$ cat src/rtl/wisc_pkg.sv
// Shared WISC core definitions: opcodes, branch condition codes, flag bit layout and PC FSM states.
package wisc_pkg;

    localparam logic [3:0] OP_B   = 4'b1100;
    localparam logic [3:0] OP_BR  = 4'b1101;
    localparam logic [3:0] OP_HLT = 4'b1111;

    // Flag vector layout is {Z,V,N}
    localparam int FLAG_Z = 2;
    localparam int FLAG_V = 1;
    localparam int FLAG_N = 0;

    typedef enum logic [2:0] {
        COND_NE = 3'b000,
        COND_EQ = 3'b001,
        COND_GT = 3'b010,
        COND_LT = 3'b011,
        COND_GE = 3'b100,
        COND_LE = 3'b101,
        COND_OV = 3'b110,
        COND_AL = 3'b111
    } cond_e;

    typedef enum logic {
        RUN  = 1'b0,
        HALT = 1'b1
    } pc_state_e;

    // Per-bit merge of a flag write onto the stored flags
    function automatic logic [2:0] merge_flags(input logic [2:0] stored,
                                               input logic [2:0] we,
                                               input logic [2:0] newv);
        return (newv & we) | (stored & ~we);
    endfunction

endpackage

$ cat src/rtl/branch_pc_unit_if.sv
// Fetch/ID/EX-facing bus of the branch/PC unit; master drives pipeline inputs, slave is the unit.
interface branch_pc_if #(parameter int PC_W = 16) ();

    logic            stall_in;
    logic            id_valid;
    logic [3:0]      id_opcode;
    logic [2:0]      id_cond;
    logic [8:0]      id_imm9;
    logic [PC_W-1:0] id_rs_data;
    logic [2:0]      ex_flag_we;
    logic [2:0]      ex_flags;
    logic [PC_W-1:0] pc;
    logic            branch_taken;
    logic            flag_stall;
    logic            halted;

    modport master (
        output stall_in, id_valid, id_opcode, id_cond, id_imm9, id_rs_data, ex_flag_we, ex_flags,
        input  pc, branch_taken, flag_stall, halted
    );

    modport slave (
        input  stall_in, id_valid, id_opcode, id_cond, id_imm9, id_rs_data, ex_flag_we, ex_flags,
        output pc, branch_taken, flag_stall, halted
    );

endinterface

$ cat src/rtl/branch_pc_unit_cond_eval.sv
// Pure combinational branch condition evaluation on a {Z,V,N} flag vector.
module branch_cond_eval
    import wisc_pkg::*;
(
    input  cond_e      cond,
    input  logic [2:0] flags,
    output logic       take
);

    // Decode the condition code against the supplied flags
    always_comb begin
        take = 1'b0;
        case (cond)
            COND_NE: take = ~flags[FLAG_Z];
            COND_EQ: take =  flags[FLAG_Z];
            COND_GT: take = ~flags[FLAG_Z] & ~flags[FLAG_N];
            COND_LT: take =  flags[FLAG_N];
            COND_GE: take =  flags[FLAG_Z] | ~flags[FLAG_N];
            COND_LE: take =  flags[FLAG_N] |  flags[FLAG_Z];
            COND_OV: take =  flags[FLAG_V];
            COND_AL: take = 1'b1;
            default: take = 1'b0;
        endcase
    end

endmodule

$ cat src/rtl/branch_pc_unit.sv
// PC, flag register and HLT FSM; resolves B/BR in ID and drives the same-cycle flush.
// Define FLAG_FWD_EN to evaluate conditions on forwarded EX flags instead of stalling.
module branch_pc_unit
    import wisc_pkg::*;
#(
    parameter int              PC_W     = 16,
    parameter logic [PC_W-1:0] RESET_PC = {PC_W{1'b0}}
) (
    input logic       clk,
    input logic       rst_n,
    branch_pc_if.slave bus
);

    localparam logic [PC_W-1:0] PC_STEP = PC_W'(32'd2);

    pc_state_e       state_r;
    logic [PC_W-1:0] pc_r;
    logic [PC_W-1:0] pc_of_id_r;
    logic [2:0]      flags_r;
    logic [2:0]      eval_flags_s;
    logic [PC_W-1:0] b_offset_s;
    logic [PC_W-1:0] target_s;
    logic [PC_W-1:0] pc_next_s;
    logic            run_s;
    logic            is_br_s;
    logic            take_s;
    logic            flag_stall_s;
    logic            branch_taken_s;
    logic            advance_s;

    assign run_s   = (state_r == RUN);
    assign is_br_s = bus.id_valid & ((bus.id_opcode == OP_B) | (bus.id_opcode == OP_BR));

`ifdef FLAG_FWD_EN
    assign eval_flags_s = merge_flags(flags_r, bus.ex_flag_we, bus.ex_flags);
    assign flag_stall_s = 1'b0;
`else
    // An in-flight flag write holds the branch one cycle so it resolves on settled flags
    assign eval_flags_s = flags_r;
    assign flag_stall_s = run_s & is_br_s & (bus.id_cond != COND_AL) & (|bus.ex_flag_we);
`endif

    branch_cond_eval u_cond_eval (
        .cond  (cond_e'(bus.id_cond)),
        .flags (eval_flags_s),
        .take  (take_s)
    );

    assign branch_taken_s = run_s & is_br_s & take_s & ~bus.stall_in & ~flag_stall_s;
    assign advance_s      = run_s & ~bus.stall_in & ~flag_stall_s;
    assign b_offset_s     = {{(PC_W-10){bus.id_imm9[8]}}, bus.id_imm9, 1'b0};

    // Branch target select and next-pc mux
    always_comb begin
        target_s  = pc_r;
        pc_next_s = pc_r;
        if (bus.id_opcode == OP_B) begin
            target_s = pc_of_id_r + PC_STEP + b_offset_s;
        end else begin
            target_s = bus.id_rs_data & ~{{(PC_W-1){1'b0}}, 1'b1};
        end
        if (!advance_s) begin
            pc_next_s = pc_r;
        end else if (branch_taken_s) begin
            pc_next_s = target_s;
        end else begin
            pc_next_s = pc_r + PC_STEP;
        end
    end

    // PC, ID-stage PC and RUN/HALT state
    always_ff @(posedge clk or negedge rst_n) begin
        if (!rst_n) begin
            state_r    <= RUN;
            pc_r       <= RESET_PC;
            pc_of_id_r <= RESET_PC - PC_STEP;
        end else begin
            pc_r <= pc_next_s;
            if (advance_s) begin
                pc_of_id_r <= pc_r;
            end else begin
                pc_of_id_r <= pc_of_id_r;
            end
            case (state_r)
                RUN: begin
                    if (bus.id_valid && (bus.id_opcode == OP_HLT) && !bus.stall_in) begin
                        state_r <= HALT;
                    end else begin
                        state_r <= RUN;
                    end
                end
                HALT:    state_r <= HALT;
                default: state_r <= RUN;
            endcase
        end
    end

    // Flag register: each bit written independently, also while halted
    always_ff @(posedge clk or negedge rst_n) begin
        if (!rst_n) begin
            flags_r <= 3'b000;
        end else begin
            flags_r <= merge_flags(flags_r, bus.ex_flag_we, bus.ex_flags);
        end
    end

    assign bus.pc           = pc_r;
    assign bus.halted       = (state_r == HALT);
    assign bus.branch_taken = branch_taken_s;
    assign bus.flag_stall   = flag_stall_s;

endmodule
$ cat src/flat_wrapper.sv
// flat-port wrapper written by rule: the top's interface ports become plain ports
module branch_pc_unit_flat import wisc_pkg::*;
#(
    parameter int              PC_W     = 16,
    parameter logic [PC_W-1:0] RESET_PC = {PC_W{1'b0}}
)
  (clk, rst_n, bus_stall_in, bus_id_valid, bus_id_opcode, bus_id_cond, bus_id_imm9, bus_id_rs_data, bus_ex_flag_we, bus_ex_flags, bus_pc, bus_branch_taken, bus_flag_stall, bus_halted);
  branch_pc_if #(.PC_W(PC_W)) bus_i ();
  input logic clk;
  input logic rst_n;
  input wire logic [$bits(bus_i.stall_in)-1:0] bus_stall_in;
  input wire logic [$bits(bus_i.id_valid)-1:0] bus_id_valid;
  input wire logic [$bits(bus_i.id_opcode)-1:0] bus_id_opcode;
  input wire logic [$bits(bus_i.id_cond)-1:0] bus_id_cond;
  input wire logic [$bits(bus_i.id_imm9)-1:0] bus_id_imm9;
  input wire logic [$bits(bus_i.id_rs_data)-1:0] bus_id_rs_data;
  input wire logic [$bits(bus_i.ex_flag_we)-1:0] bus_ex_flag_we;
  input wire logic [$bits(bus_i.ex_flags)-1:0] bus_ex_flags;
  output wire logic [$bits(bus_i.pc)-1:0] bus_pc;
  output wire logic [$bits(bus_i.branch_taken)-1:0] bus_branch_taken;
  output wire logic [$bits(bus_i.flag_stall)-1:0] bus_flag_stall;
  output wire logic [$bits(bus_i.halted)-1:0] bus_halted;
  assign bus_i.stall_in = bus_stall_in;
  assign bus_i.id_valid = bus_id_valid;
  assign bus_i.id_opcode = bus_id_opcode;
  assign bus_i.id_cond = bus_id_cond;
  assign bus_i.id_imm9 = bus_id_imm9;
  assign bus_i.id_rs_data = bus_id_rs_data;
  assign bus_i.ex_flag_we = bus_ex_flag_we;
  assign bus_i.ex_flags = bus_ex_flags;
  assign bus_pc = bus_i.pc;
  assign bus_branch_taken = bus_i.branch_taken;
  assign bus_flag_stall = bus_i.flag_stall;
  assign bus_halted = bus_i.halted;
  branch_pc_unit #(.PC_W(PC_W), .RESET_PC(RESET_PC)) u_core (.clk(clk), .rst_n(rst_n), .bus(bus_i));
endmodule
$ cat config.mk
export PLATFORM = sky130hd
export DESIGN_NAME = branch_pc_unit_flat
export DESIGN_NICKNAME = d
export VERILOG_FILES = /design/src/rtl/wisc_pkg.sv /design/src/rtl/branch_pc_unit_if.sv /design/src/rtl/branch_pc_unit_cond_eval.sv /design/src/rtl/branch_pc_unit.sv /design/src/flat_wrapper.sv
export SDC_FILE = /design/constraint.sdc
export NUM_CORES = 1
export LEC_CHECK = 0
export BUFFER_PORTS_ARGS = -buffer_cell sky130_fd_sc_hd__buf_2
export CORE_AREA = 2 2 59 117
export DETAILED_ROUTE_END_ITERATION = 8
export DIE_AREA = 0 0 61 119
export MAX_ROUTING_LAYER = met4
export PLACE_DENSITY = 0.67
export REMOVE_ABC_BUFFERS = 1
export SLEW_MARGIN = 20
export SYNTH_ARGS = -nofsm -noshare
export SYNTH_HDL_FRONTEND = slang
export SYNTH_HIERARCHICAL = 1
export SYNTH_SLANG_ARGS = --single-unit
export TNS_END_PERCENT = 10
$ cat constraint.sdc
create_clock -name clk -period 2.2 [get_ports clk]
set_input_delay 0.22 -clock clk [delete_from_list [all_inputs] [get_ports clk]]
set_output_delay 0.22 -clock clk [all_outputs]
set_load 0.05 [all_outputs]
==> results of run 1 <==
[layer usage]
layer,global-route usage,part of all wire
met1,0.283,0.39
met2,0.405,0.54
met3,0.0413,0.052
met4,0.0707,0.011
met5,-,0
[final timing paths]
| path | startpoint | endpoint | slack (ns) | cells after the start |
|---|---|---|---|---|
| worst max-delay path | u_core/pc_of_id_r[2] | u_core/bus.pc[10] | -0.23 | 9 |
| worst min-delay path | rst_n | u_core/bus.pc[5] | 0.04 | 1 |
| worst max register to register | u_core/pc_of_id_r[2] | u_core/bus.pc[10] | -0.23 | 9 |
| worst min register to register | u_core/pc_of_id_r[5] | u_core/pc_of_id_r[5] | 0.46 | 2 |
| max in group asynchronous | rst_n | u_core/bus.pc[14] | 1.64 | 1 |
| min in group clk | bus_ex_flags[2] | register | 0.16 | 2 |
[per-stage QoR]
| stage | util | cells |
|---|---|---|
| after floorplan | - | 319 |
| after global placement | 0.525 | 496 |
| after detailed placement | 0.525 | 496 |
| after CTS | 0.562 | 505 |
| after global routing | 0.582 | 505 |
| final | 0.582 | 505 |
[Yosys cell counts, types with 2 or more instances]
master / number
nand2b_1: 4
nand2_1: 62
nand3_1: 16
o22ai_1: 5
inv_1: 9
a21oi_1: 29
nor4_1: 2
xor2_1: 3
and3_1: 4
dfstp_2: 15
o22a_1: 2
or2_2: 3
a21o_1: 3
a31oi_1: 5
a211oi_1: 2
and4_1: 2
clkbuf_1: 4
o31a_1: 2
nor3_1: 4
a211o_1: 2
mux2_2: 3
ha_1: 28
o31ai_1: 3
nor2_1: 20
nand3_2: 2
dfrtp_1: 21
nand4_1: 8
mux2i_1: 5
o21a_1: 2
nor3_2: 2
o21bai_1: 2
xnor2_1: 8
o211ai_1: 2
o21ai_0: 15
buf_2: 8
[cell type report]
type,instances,share of cell area
Clock buffer,8,0.0389
Sequential cell,36,0.244
Tap cell,88,0.0292
Timing Repair Buffer,90,0.143
Multi-Input combinational cell,273,0.534
Inverter,10,0.0106
[registers in the layout (all words and copies together) (netlist names), named ones only]
signal and flops:
u_core/pc_of_id_r 16, u_core/bus.pc 16, u_core/bus.halted 1
[power by group through the flow]
stage | Sequential, mW | Clock [mW] | Combinational (mW)
floorplan | 1.46 | 0 | 1.10
detailed placement | 1.18 | 0 | 2.10
CTS | 1.17 | 0.743 | 2.27
global placement | 1.16 | 0 | 2.05
finish | 1.19 | 0.722 | 2.43
global route | 1.22 | 0.770 | 2.66
[timing repair]
action,CTS,global route
endpoints found under the setup margin,12,12
setup buffers,1,0
resized for setup,18,20
pin swaps,10,7
[critical path: stages, from the launching register on]
cell and delay [ns]:
dfstp_2 0.55, ha_4 0.20, ha_4 0.16, fa_2 0.41, a21oi_2 0.19, o2111ai_2 0.19
o31ai_2 0.25, xnor2_1 0.11, mux2i_1 0.17, a21oi_1 0.08
[cells by family after synthesis]
kind of cell | after synthesis | share of synthesized area
AOI/OAI and AO/OA | 84 | 0.191
xor gates and xnor gates | 11 | 0.0343
adders and majority gates | 29 | 0.132
buffers and inverters | 23 | 0.0347
DFF | 36 | 0.327
muxes | 8 | 0.0298
and+or+nand+nor | 141 | 0.251
==> results.sh, run 1 <==
export IMPL_powerDensity_nw_per_um2=1150
export IMPL_finalWorstSetupSlack_ns=-0.229
export IMPL_fin_crit_sh=1.10
export IMPL_route_detailed_drc=0
export IMPL_layout_drive_gt1_share=0.381
export IMPL_path_max_fanout=3
export IMPL_clock_path_buffers=2
export IMPL_grt_overflow_total=0
export IMPL_fin_crit_ns=2.43
export IMPL_area_delta_synth_final_pct=34.0
export IMPL_p_total_mw=4.34
export IMPL_rsz0062_at_grt="true"
export IMPL_dr_pass1_iters=5
export IMPL_cts_tree="yes"
export IMPL_cts_sinks=36
export IMPL_dp_hpwl_microns=6140
export IMPL_vias=2847
export IMPL_design_core_area_sq_um=6460
export IMPL_outcome="finished, violations left"
export IMPL_tightest_slew_ns=0.835
export IMPL_pwr_share_comb=0.560
export IMPL_cts_made_buffers=5
export IMPL_wire_per_inst_microns=16.1
export IMPL_slew_headroom=0.444
export IMPL_row_count=42
export IMPL_dpl_cell_area_sq_um=3390
export IMPL_initial_core_util=0.435
export IMPL_htree_num_levels=2
export IMPL_internal_power_mw=2.43
export IMPL_yosys_cell_types_count=60
export IMPL_synth_seq_cells=36
export IMPL_yosysWarnings=6
export IMPL_gr_usage_all_layers=0.240
export IMPL_peakVddDrop_mv=1.01
export IMPL_seq_area_frac_synth=0.327
export IMPL_regArea_sq_um=920
export IMPL_fillers=608
export IMPL_clockRootBuffer="clkbuf_16"
export IMPL_crit_path_end_kind="register"
export IMPL_totalWireLength_microns=8140
export IMPL_die_y_microns=119
export IMPL_mostFrequentLayoutCell="nand2_1"
export IMPL_synthArstFlopShare=1.00
export IMPL_grt_pass1_wl_microns=12800
export IMPL_synth_top_flop_cell="dfrtp_1"
export IMPL_hold_violations=0
export IMPL_power_switching_mw=1.90
export IMPL_preCtsSetupSlack_ns=-0.419
export IMPL_clkPwrFrac=0.166
export IMPL_port_buffers=59
export IMPL_max_freq_mhz=412
export IMPL_postCtsHoldBufs=0
export IMPL_start_kind="register"
export IMPL_ant_nets=0
export IMPL_synthTopCellsByArea="dfrtp_1 (19%), dfstp_2 (14%), ha_1 (12%)"
export IMPL_dieArea_sq_um=7260
export IMPL_whs_ns=0.0388
export IMPL_grt_pass1_vias=2738
export IMPL_p_seq_frac=0.273
export IMPL_netlist_area_leader_share=0.187
export IMPL_required_ns=2.37
export IMPL_final_cell_mix="nand2_1 (62), buf_2 (58), buf_4 (31)"
export IMPL_die_x_microns=61
export IMPL_antenna_diode_count=0
export IMPL_fin_skew_ns=0.00523
export IMPL_gp_congestion=0.876
export IMPL_p_leak_nw=1.67
export IMPL_mappedNetlistArea_sq_um=2810
export IMPL_violations="negative setup slack"
export IMPL_slew_viol_final=0
export IMPL_synth_edf_count=0
export IMPL_drv_cap=0
export IMPL_vias_per_cell=5.64
export IMPL_grt_antenna_before_repair=0
export IMPL_clk_pin_slew_ns=0.05
export IMPL_hp_class="in2async"
export IMPL_synth_top_area_cell="dfrtp_1"
export IMPL_crit_type="reg2reg"
export IMPL_ios=61
export IMPL_tns_ns=-1.01
export IMPL_cp_arrival_ns=2.60
export IMPL_netSwitchingFraction=0.439
export IMPL_design_area_sq_um=3760
export IMPL_drtIter0Drc=123
export IMPL_layout_nets=487
export IMPL_multi_input_area_sq_um=2010
export IMPL_synth_cells=332
export IMPL_finalSetupViolCount=8
export IMPL_insertion_delay_ns=0.29
export IMPL_grt_max_degree=37
export IMPL_synth_avg_cell_area_sq_um=8.46
(Power assumes the default switching activity.)
==> run 2: changes to the inputs <==
RECOVER_POWER = 100   (was unset)
REMOVE_ABC_BUFFERS = unset   (was 1)
SLEW_MARGIN = 10   (was 20)
==> run 2 against run 1 <==
Net effect:
- the flow finishes with violations (max-capacitance violations, max-slew violations, negative setup slack)
- flip-flop and latch count did not move
- combinational power up 8.6%
- register-to-register slack better by 0.11 ns
- total power rose by 4.9%
- die area stayed put
- highest routed layer unchanged
==> results.sh, run 2 (same netlist as run 1, synthesis figures left out) <==
export IMPL_drtIter0Drc=139
export IMPL_area_delta_synth_final_pct=36.1
export IMPL_design_core_area_sq_um=6460
export IMPL_slew_viol_final=37
export IMPL_die_y_microns=119
export IMPL_clock_path_buffers=2
export IMPL_grt_pass1_vias=2943
export IMPL_antenna_diode_count=0
export IMPL_syn_nets=403
export IMPL_vias_per_cell=5.66
export IMPL_netSwitchingFraction=0.443
export IMPL_port_buffers=59
export IMPL_ios=61
export IMPL_grt_antenna_before_repair=0
export IMPL_hold_violations=0
export IMPL_r2r_worst_path_cells=9
export IMPL_cts_tree="yes"
export IMPL_initial_core_util=0.435
export IMPL_hp_class="in2reg"
export IMPL_insertion_delay_ns=0.28
export IMPL_totalWireLength_microns=8300
export IMPL_fin_crit_sh=1.05
export IMPL_finalWorstSetupSlack_ns=-0.117
export IMPL_cts_sinks=36
export IMPL_dieArea_sq_um=7260
export IMPL_fin_skew_ns=0.00514
export IMPL_power_switching_mw=2.02
export IMPL_start_kind="register"
export IMPL_postCtsHoldBufs=0
export IMPL_clk_pin_slew_ns=0.06
export IMPL_grt_max_degree=37
export IMPL_tightest_slew_ns=2.03
export IMPL_finalNonFillerCells=507
export IMPL_r2r_start="u_core/pc_of_id_r[7]"
export IMPL_dr_pass1_iters=5
export IMPL_gp_congestion=0.897
export IMPL_rsz0062_at_grt="true"
export IMPL_path_max_fanout=5
export IMPL_layout_drive_gt1_share=0.348
export IMPL_htree_num_levels=2
export IMPL_grt_overflow_total=0
export IMPL_final_cell_mix="nand2_1 (61), buf_2 (39), buf_4 (30)"
export IMPL_cp_startpoint="u_core/pc_of_id_r[7]"
export IMPL_dp_hpwl_microns=6100
export IMPL_r2r_end="u_core/bus.pc[13]"
export IMPL_endpoint="u_core/bus.pc[13]"
export IMPL_outcome="finished, violations left"
export IMPL_clkPwrFrac=0.159
export IMPL_whs_ns=0.171
export IMPL_mostFrequentLayoutCell="nand2_1"
export IMPL_cp_arrival_ns=2.52
export IMPL_p_seq_frac=0.261
export IMPL_slew_headroom=-0.351
export IMPL_tns_ns=-0.568
export IMPL_pwr_share_comb=0.580
export IMPL_row_count=42
export IMPL_layout_nets=489
export IMPL_violations="max-capacitance violations, max-slew violations, negative setup slack"
export IMPL_drv_cap=1
export IMPL_crit_type="reg2reg"
export IMPL_max_freq_mhz=432
export IMPL_dpl_cell_count=497
export IMPL_die_x_microns=61
export IMPL_wire_per_inst_microns=16.4
export IMPL_finalSetupViolCount=9
export IMPL_fin_crit_ns=2.32
export IMPL_gr_usage_all_layers=0.256
export IMPL_route_detailed_drc=0
export IMPL_peakVddDrop_mv=0.829
export IMPL_p_leak_nw=1.63
export IMPL_powerDensity_nw_per_um2=1190
export IMPL_crit_path_end_kind="register"
export IMPL_clockRootBuffer="clkbuf_16"
export IMPL_internal_power_mw=2.54
export IMPL_grt_pass1_wl_microns=13700
export IMPL_required_ns=2.40
export IMPL_utilization=0.592
export IMPL_ant_nets=0
export IMPL_ff2ff_setup_slack_ns=-0.12
export IMPL_cts_made_buffers=5
export IMPL_vias=2870
==> run 2: cell types whose count changed in the layout (fill, tap and decap cells not counted), sizes merged <==
| cell | previous run | this run |
|---|---|---|
| clkinv | 0 | 2 |
| clkbuf | 8 | 27 |
| buf | 90 | 71 |
==> run 2: worst max-delay path, cell delays in order, from the launching register on <==
cell	delay, ns
dfstp_2	0.55
ha_4	0.20
ha_4	0.28
a21o_1	0.15
a21oi_2	0.09
o22a_2	0.20
buf_4	0.14
nand4_1	0.09
or3b_1	0.36
a41oi_2	0.16
==> run 2: stage by stage <==
stage	setup slack [ns]	instance area, sq um	total power [mW]
finish	-0.117	3820	4.55
global route	-0.216	3820	4.86
CTS	-0.131	3720	4.37
detailed placement	-0.222	3470	3.44
global placement	-0.162	3470	3.37
floorplan	-0.0637	2880	2.66
==> run 2: how the worst min path moves through the flow <==
stage                     from                          to  cells after the start
2_1_floorplan            rst_n  asynchronous set/reset pin                      0
3_3_place_gp             rst_n        u_core/pc_of_id_r[0]                      1
3_5_place_dp             rst_n            u_core/bus.pc[8]                      1
4_1_cts                  rst_n            u_core/bus.pc[9]                      1
5_1_grt        bus_ex_flags[2]                    register                      2
6_report       bus_ex_flags[2]                    register                      2
==> run 2: repair_timing <==
item | in CTS | in global routing
resized for setup | 16 | 18
pin swaps | 13 | 9
cloned | 0 | 0
buffers inserted | 1 | 1
setup endpoints to repair | 10 | 12
==> run 2: metal layers <==
layer,routed length (microns),part of all wire,up-vias,GRT usage
met4,193,0.023,0,0.0897
li1,-,-,1380,-
met1,3140,0.38,1352,0.289
met5,0,0,-,-
met2,4450,0.54,117,0.440
met3,517,0.062,21,0.0380
==> run 2: layout make-up <==
class,count,area (sq um)
Inverter,10,37.5
Clock buffer,6,139
Fill cell,608,2640
Multi-Input combinational cell,273,2080
Sequential cell,36,920
Clock inverter,2,10.0
Tap cell,88,110
Timing Repair Buffer,92,527
==> run 2: power groups by stage <==
stage / Combinational (mW) / Sequential [mW] / Clock [mW]
2_1_floorplan: 1.20 / 1.47 / 0
3_3_place_gp: 2.20 / 1.17 / 0
3_5_place_dp: 2.25 / 1.19 / 0
4_1_cts: 2.44 / 1.18 / 0.744
5_1_grt: 2.86 / 1.23 / 0.770
6_report: 2.64 / 1.19 / 0.725
==> run 3: changes to the inputs <==
CORE_AREA = 2 2 83 85   (was 2 2 59 117)
DIE_AREA = 0 0 85 87   (was 0 0 61 119)
==> run 3 against run 2 <==
Net effect:
- total power decreased by 7.5%
- final area fell by 2.1%
- register-to-register slack about the same
- die area rose by 1.9%
- critical endpoint unchanged
- first-iteration DRC count increased by 45%
- the run still ends with max-capacitance violations, max-slew violations, negative setup slack left
- via count is 0.66% lower
- critical path type unchanged
- routed wire length fell by 3.0%
- critical path depth down 1
- sequential power shrank 3%
- combinational power fell by 3%
==> results.sh, run 3 (same netlist as run 1, synthesis figures left out) <==
export IMPL_critPathTopFamily="simple AND/OR/NAND/NOR gates"
export IMPL_grt_pass1_wl_microns=13000
export IMPL_max_stage_delay_ns=0.56
export IMPL_die_x_microns=85
export IMPL_dr_pass1_iters=4
export IMPL_rsz0062_at_grt="true"
export IMPL_cts_sinks=36
export IMPL_clk_pin_slew_ns=0.08
export IMPL_start_kind="register"
export IMPL_grt_max_degree=37
export IMPL_die_y_microns=87
export IMPL_drtIter0Drc=201
export IMPL_grt_antenna_before_repair=0
export IMPL_busiest_layer="met2"
export IMPL_clockRootBuffer="clkbuf_8"
export IMPL_p_total_mw=4.21
export IMPL_fin_crit_sh=1.05
export IMPL_tightest_slew_ns=2.07
export IMPL_clock_path_buffers=2
export IMPL_crit_path_top_delay_cell="dfstp_2"
export IMPL_grt_use_met1=0.286
export IMPL_path_max_fanout=3
export IMPL_fin_skew_ns=0.0121
export IMPL_vias_per_cell=5.65
export IMPL_p_leak_nw=1.65
export IMPL_tns_ns=-0.460
export IMPL_fin_crit_ns=2.31
export IMPL_ios=61
export IMPL_dieArea_sq_um=7400
export IMPL_syn_nets=403
export IMPL_drv_cap=1
export IMPL_r2r_end="u_core/bus.pc[13]"
export IMPL_mostFrequentLayoutCell="nand2_1"
export IMPL_initial_core_util=0.428
export IMPL_holdPathStages=2
export IMPL_dpl_cell_area_sq_um=3510
export IMPL_max_freq_mhz=433
export IMPL_port_buffers=59
export IMPL_r2r_start="u_core/pc_of_id_r[3]"
export IMPL_route_detailed_drc=0
export IMPL_slew_headroom=-0.381
export IMPL_utilization=0.570
export IMPL_use_met3=0.0322
export IMPL_finalWorstSetupSlack_ns=-0.108
export IMPL_required_ns=2.42
export IMPL_met2_usage=0.382
export IMPL_crit_buf_inv=0
export IMPL_antenna_diode_count=0
export IMPL_design_core_area_sq_um=6570
export IMPL_layout_drive_gt1_share=0.353
export IMPL_gp_congestion=0.911
export IMPL_slew_viol_final=37
export IMPL_violations="max-capacitance violations, max-slew violations, negative setup slack"
export IMPL_layout_nets=495
export IMPL_design_area_sq_um=3740
export IMPL_totalWireLength_microns=8060
export IMPL_hp_start="bus_ex_flags[0]"
export IMPL_cts_made_buffers=5
export IMPL_cts_tree="yes"
export IMPL_path_cells="ha_4 > ha_1 > a21o_1 > and4_4 > o21ai_4 > a31oi_1 > or3b_1 > a41oi_2"
export IMPL_ant_nets=0
export IMPL_cp_arrival_ns=2.53
export IMPL_powerDensity_nw_per_um2=1120
export IMPL_vias=2851
export IMPL_outcome="finished, violations left"
export IMPL_grt_pass1_vias=2681
export IMPL_row_count=30
export IMPL_r2r_worst_path_cells=8
export IMPL_finalSetupViolCount=9
export IMPL_htree_num_levels=2
export IMPL_wire_per_inst_microns=16.0
export IMPL_final_cell_mix="nand2_1 (61), buf_2 (39), buf_4 (35)"
export IMPL_hold_violations=0
export IMPL_crit_path_end_kind="register"
export IMPL_ff2ff_setup_slack_ns=-0.11
export IMPL_grt_overflow_total=0
export IMPL_peakVddDrop_mv=0.539
export IMPL_crit_type="reg2reg"
export IMPL_dp_hpwl_microns=5990
export IMPL_gr_usage_all_layers=0.228
export IMPL_hp_class="in2reg"
export IMPL_insertion_delay_ns=0.29
export IMPL_area_delta_synth_final_pct=33.3
## run 3: cell count changes in the layout (fill, tap and decap cells not counted), sizes merged
cell,change
buf,+5
clkbuf,+1
## run 3: power breakdown
part	total [mW]	switching (mW)	internal, mW
combinational	2.56	1.47	1.09
sequential	1.15	0.214	0.931
clock	0.503	0.253	0.250
total	4.21	1.94	2.27
## run 3: per-layer routing
layer	part of all wire	routed length, microns	vias up
met2	0.51	4130	82
met1	0.44	3520	1362
met4	0.013	103	0
met5	0	0	-
met3	0.038	304	10
li1	-	-	1397
## run 3: metrics by stage
| step | worst slack [ns] | std cells | hold WS, ns |
|---|---|---|---|
| finish | -0.108 | 505 | 0.161 |
| global route | -0.183 | 505 | 0.151 |
| CTS | -0.136 | 504 | 0.0640 |
| detailed placement | -0.221 | 495 | 0.382 |
| global placement | -0.138 | 495 | 0.380 |
| floorplan | -0.0637 | 332 | -0.0756 |
## run 3: worst max-delay path by stage
stage,startpoint,to,slack [ns],cells after the start
2_1_floorplan,u_core/pc_of_id_r[2],u_core/bus.pc[10],-0.06,9
3_3_place_gp,u_core/pc_of_id_r[2],u_core/bus.pc[10],-0.14,9
3_5_place_dp,u_core/pc_of_id_r[2],u_core/bus.pc[12],-0.22,9
4_1_cts,u_core/pc_of_id_r[2],u_core/bus.pc[12],-0.14,9
5_1_grt,u_core/pc_of_id_r[3],u_core/bus.pc[13],-0.18,8
6_report,u_core/pc_of_id_r[3],u_core/bus.pc[13],-0.11,8
## run 3: repair_timing
item / in CTS / in global routing
gates resized for setup: 16 / 19
endpoints found under the setup margin: 10 / 12
cloned: 0 / 0
buffers inserted: 1 / 1
hold buffers: 0 / 0
pin swaps: 11 / 11
## run 3: layout make-up
cell class | count | area, sq um
fillers | 615 | 2820
multi-input cells | 273 | 2020
flip-flops and latches | 36 | 920
repair buffers | 98 | 573
well taps | 80 | 100
clock buffers | 6 | 82.6
inverters | 10 | 37.5
clock inverters | 2 | 10.0
